[src/rtl/irq_ctrl.sv]
`default_nettype none
// ============================================================================
// Module      : irq_ctrl
// Description : Multi-source interrupt controller in front of cp0. Edge-detects
//               the irq_src lines, latches pending interrupts, applies a
//               software mask, arbitrates, and sequences one interrupt at a
//               time through REQ (wait taken) and SERVICE (wait eret).
//               Optional macro IRQ_CTRL_ROUND_ROBIN_EN selects round-robin
//               arbitration; the default is fixed priority (lowest index wins).
// Revision    : 1.0 - initial release
// ============================================================================
module irq_ctrl #(
    parameter int               N_SRC    = 8,
    parameter int               ID_W     = 3,
    parameter logic [N_SRC-1:0] MASK_RST = {N_SRC{1'b1}}
) (
    input  logic             clk,
    input  logic             rst_n,
    input  logic [N_SRC-1:0] irq_src,
    input  logic             ir_en,
    input  logic             mask_we,
    input  logic [N_SRC-1:0] mask_wdata,
    input  logic             taken,
    input  logic             eret,
    output logic             ir_req,
    output logic [ID_W-1:0]  cause_id,
    output logic [N_SRC-1:0] pending,
    output logic [N_SRC-1:0] mask,
    output logic             busy
);

    localparam logic [1:0] c_idle    = 2'd0;
    localparam logic [1:0] c_req     = 2'd1;
    localparam logic [1:0] c_service = 2'd2;

    logic [1:0]       state_q, state_d;
    logic [N_SRC-1:0] src_q, src_d;
    logic [N_SRC-1:0] pending_q, pending_d;
    logic [N_SRC-1:0] mask_q, mask_d;
    logic [ID_W-1:0]  cause_id_q, cause_id_d;

    logic [N_SRC-1:0] w_rise;
    logic [N_SRC-1:0] w_clr;
    logic [N_SRC-1:0] w_eligible;
    logic [ID_W-1:0]  w_grant_id;
    logic             w_grant_vld;
    logic             w_start;
    logic             w_accept;

    assign w_eligible  = pending_q & ~mask_q;
    assign w_grant_vld = |w_eligible;
    // A grant is only launched from IDLE; once in REQ the request is committed
    assign w_start     = (state_q == c_idle) && ir_en && w_grant_vld;
    assign w_accept    = (state_q == c_req) && taken;

`ifdef IRQ_CTRL_ROUND_ROBIN_EN
    logic [ID_W-1:0]  rr_ptr_q, rr_ptr_d;
    logic [N_SRC-1:0] w_rot;
    logic [ID_W-1:0]  w_rot_idx;
    logic [ID_W:0]    w_sum;

    // Round-robin: rotate eligible so rr_ptr sits at bit 0, pick lowest, rotate back
    always_comb begin
        w_rot     = N_SRC'({w_eligible, w_eligible} >> rr_ptr_q);
        w_rot_idx = '0;
        for (int k = N_SRC - 1; k >= 0; k--) begin
            if (w_rot[k]) begin
                w_rot_idx = ID_W'(k);
            end
        end
        w_sum = {1'b0, rr_ptr_q} + {1'b0, w_rot_idx};
        if (w_sum >= (ID_W+1)'(N_SRC)) begin
            w_sum = w_sum - (ID_W+1)'(N_SRC);
        end
        w_grant_id = w_sum[ID_W-1:0];
    end

    // Pointer moves just past the source that was accepted
    always_comb begin
        rr_ptr_d = rr_ptr_q;
        if (w_accept) begin
            rr_ptr_d = (cause_id_q == ID_W'(N_SRC - 1)) ? '0 : cause_id_q + ID_W'(1);
        end
    end

    // Round-robin pointer register
    always_ff @(posedge clk or negedge rst_n) begin
        if (!rst_n) begin
            rr_ptr_q <= '0;
        end else begin
            rr_ptr_q <= rr_ptr_d;
        end
    end
`else
    // Fixed priority: scan downwards so the lowest eligible index is kept
    always_comb begin
        w_grant_id = '0;
        for (int i = N_SRC - 1; i >= 0; i--) begin
            if (w_eligible[i]) begin
                w_grant_id = ID_W'(i);
            end
        end
    end
`endif

    // Datapath next values: edge detect, pending set/clear (set wins), mask, cause
    always_comb begin
        src_d  = irq_src;
        w_rise = irq_src & ~src_q;
        w_clr  = '0;
        for (int i = 0; i < N_SRC; i++) begin
            if (w_accept && (cause_id_q == ID_W'(i))) begin
                w_clr[i] = 1'b1;
            end
        end
        pending_d  = (pending_q & ~w_clr) | w_rise;
        mask_d     = mask_we ? mask_wdata : mask_q;
        cause_id_d = w_start ? w_grant_id : cause_id_q;
    end

    // Datapath registers
    always_ff @(posedge clk or negedge rst_n) begin
        if (!rst_n) begin
            src_q      <= '0;
            pending_q  <= '0;
            mask_q     <= MASK_RST;
            cause_id_q <= '0;
        end else begin
            src_q      <= src_d;
            pending_q  <= pending_d;
            mask_q     <= mask_d;
            cause_id_q <= cause_id_d;
        end
    end

    // FSM state register
    always_ff @(posedge clk or negedge rst_n) begin
        if (!rst_n) begin
            state_q <= c_idle;
        end else begin
            state_q <= state_d;
        end
    end

    // FSM next state; stray taken/eret outside their state are ignored
    always_comb begin
        state_d = state_q;
        case (state_q)
            c_idle:    if (w_start) state_d = c_req;
            c_req:     if (taken)   state_d = c_service;
            c_service: if (eret)    state_d = c_idle;
            default:                state_d = c_idle;
        endcase
    end

    // FSM outputs decoded from the registered state
    always_comb begin
        ir_req = (state_q == c_req);
        busy   = (state_q != c_idle);
    end

    assign cause_id = cause_id_q;
    assign pending  = pending_q;
    assign mask     = mask_q;

endmodule
`default_nettype wire
[config.mk]
export PLATFORM = sky130hd
export DESIGN_NAME = irq_ctrl
export DESIGN_NICKNAME = d
export VERILOG_FILES = /design/src/rtl/irq_ctrl.sv
export SDC_FILE = /design/constraint.sdc
export NUM_CORES = 1
export LEC_CHECK = 0
export CAP_MARGIN = 20
export CORE_UTILIZATION = 40
export CTS_BUF_LIST = sky130_fd_sc_hd__clkbuf_16
export DETAILED_ROUTE_END_ITERATION = 12
export GPL_TIMING_DRIVEN = 0
export PLACE_DENSITY = 0.75
export SYNTH_ARGS = -nofsm -noshare
export SYNTH_HDL_FRONTEND = slang
export SYNTH_SLANG_ARGS = --single-unit
[constraint.sdc]
create_clock -name clk -period 1.5 [get_ports clk]
set_input_delay 0.15 -clock clk [delete_from_list [all_inputs] [get_ports clk]]
set_output_delay 0.15 -clock clk [all_outputs]
set_load 0.01 [all_outputs]
==> metrics <==
Mapped Cells=105; cts bufs inserted=5; Post-Synth Adder-Cell Area=0%; Fmax=660 MHz; GP Congestion=0.828; Hold Buf Count CTS=0; total power=2960 uW; Warnings, synthesis=0; pre-CTS setup slack=-14.9 ps; Starting Density=44.0%; Clk Latency, worst-skew pair=270 ps; Layout Nets=176; routed len/inst=15.3 um; max-slew violations=0; # fillers=247; dpl hpwl=2070 um; Remaining DRCs=1; Max VDD drop=0.849 mV; share of cells above drive strength 1=20.0%; Vias=967; synth-to-layout area growth=48.8%; clock skew=6.05 ps; Tot GR Track Use=19.5%; Worst Path Required=1650 ps; commonest non-fill, non-tap cells in the layout=31 x clkdlybuf4s50_1, 20 x dfrtp_1, 17 x o21ai_0; max incr delay on CP=530 ps; post-route minimum period=1520 ps; hold wc startpoint=mask_we; mux cell area share after synthesis=6.58%; Routed met3 length=158 um; failing checks=design-rule violations, negative setup slack; top layer in use=met4; Seq/Total Area, Yosys=58.6%; Final Hold Fails=0; via/cell ratio=5.20; Leak=0.000838 uW; CP Class=flop to flop; initial drt markers=20; root buffer cell=clkbuf_16; Yosys cell types=28; WP data arrival=1670 ps; simple logic cell fraction of the synthesized area=18.2%; Crit-path slowest cell=dfstp_2; Max Cap Violations=0; clock-pin slew on the worst setup and hold paths=50 ps; Resize count post-CTS=7; DR WL met2=1460 um; Die X=58.0 um; Yosys top cell by area=dfrtp_1; commonest non-fill, non-tap cell in the layout=clkdlybuf4s50_1; RR Startpoint=mask[4]$_DFFE_PN1P_; Compound-Gate Fraction of Synth Area=12.6%; slew margin rel.=52.0%; Cell Chain, Critical Path=and2b_4 -> nand4bb_4 -> o21ai_4 -> mux2_4; Post-Route M1 WL=1160 um; CP Max Fanout=3; Post-Synthesis Cell Area=1250 sq um; ANT cells=0; largest net degree at the start of global routing=16; status=finished, violations left; final global-route overflow total=0; # clock sinks=29; ranking of synthesized cells by area=dfrtp_1 42%, dfstp_2 17%, o21ai_0 6.8%; Die Ht=58.0 um; Synth Area in XOR/XNOR=0%; Least-Margin Pin Slew=718 ps; CP startpoint=mask[4]$_DFFE_PN1P_; syn_area_per_cell=12.0 sq um; fin crit share=101%; crit path launch type=flop; Row Count=19; Placeable Area=2850 sq um; Total Wirelength=2840 um; first-pass GRT wire length=4630 um; Clock Path Buffers=2; Tightest Hold Check Type=input pin to flop; crit path capture type=flop; final setup vio count=1; post-route ant nets=0; vias in the first global route=1018; area share of the largest cell type after synthesis=41.9%; Seq cells post-synth=29; largest family of logic cells by synthesized area=simple AND/OR/NAND/NOR gates; P per Cell Area=1590 nW/um^2; Pre-antenna DRT Iters=10; initial antenna violation count=0; CTS tree=yes; IO Port Bufs=41; Net Count, Synth=127; post-CTS setup buffers=0; htree depth=2; I/O pin total=43; die area=3370 sq um; Setup Total Neg Slack=-15.8 ps; RSZ-0062 raised after global routing=true; final setup margin=-15.8 ps
final timing paths:
check                                           to  slack (ps)  cells after the start
min in group asynchronous  cause_id[2]$_DFFE_PN0P_         310                      1
hold / removal                 mask[3]$_DFFE_PN1P_         200                      3
max in group asynchronous      mask[4]$_DFFE_PN1P_         560                      2
setup / recovery           cause_id[0]$_DFFE_PN0P_         -20                      4
hold reg to reg               pending[0]$_DFF_PN0_         410                      1
setup reg to reg           cause_id[0]$_DFFE_PN0P_         -20                      4
report_power, final:
part           internal [uW]  total, uW  switching [uW]
Clock                    592        901             309
Sequential               956       1120             166
Combinational            514        936             423
Total                   2060       2960             898
cells by family (layout without fill, tap and decap cells):
| group | Yosys count | count (layout) |
|---|---|---|
| mux | 7 | 7 |
| simple gates | 28 | 28 |
| flops | 29 | 29 |
| buf+inv | 13 | 63 |
| compound gates | 28 | 28 |
synth_stat cells:
library cell and count:
dfrtp_1 21, o21ai_0 17, inv_1 12, dfstp_2 8, mux2_2 6, nand2_1 6
nand2b_1 6, a21oi_1 4, a31oi_1 2, nand4bb_4 2, nor2_1 2, nor2b_1 2
o31ai_1 2, and2b_4 1, buf_2 1, mux2_4 1, nand2b_4 1, nand3_1 1
nand3b_1 1, nand4_1 1, nor2_8 1, nor2b_2 1, o211ai_1 1, o21ai_2 1
o32ai_1 1, or2_1 1, or2_4 1, or2b_1 1
worst max-delay path: cells and delay by family (launching register included):
kind	cells	cell delay (ps)
multiplexers	1	310
AO/OA/AOI/OAI	1	160
flip-flops	1	530
AND/OR/NAND/NOR	2	390
final cells by class:
cell class | count | area (sq um) | area share, %
clock inverters | 3 | 11.3 | 0.603
clock buffers | 5 | 125 | 6.70
repair buffers | 42 | 428 | 22.9
multi-input cells | 63 | 477 | 25.5
well taps | 31 | 38.8 | 2.08
inverters | 12 | 45.0 | 2.41
plain buffers | 1 | 5.00 | 0.268
flip-flops and latches | 29 | 737 | 39.5
registers in the layout, summed over array words and instances (netlist names):
register	flops
pending	8
src_q	8
cause_id	3
mask	8
state_q	2
stage by stage:
stage	area (sq um)	std cells	util (%)	hold WS [ps]
CTS	1850	186	64.8	211
floorplan	1250	105	-	-146
global route	1870	186	65.4	231
detailed placement	1720	178	60.3	411
finish	1870	186	65.4	204
global placement	1700	177	59.7	401
routing by layer:
layer | GRT usage (%) | up-vias
li1 | - | 463
met1 | 21.7 | 467
met2 | 32.8 | 29
met3 | 7.59 | 8
met4 | 9.18 | 0
met5 | 0 | -
(Power assumes the default switching activity.)
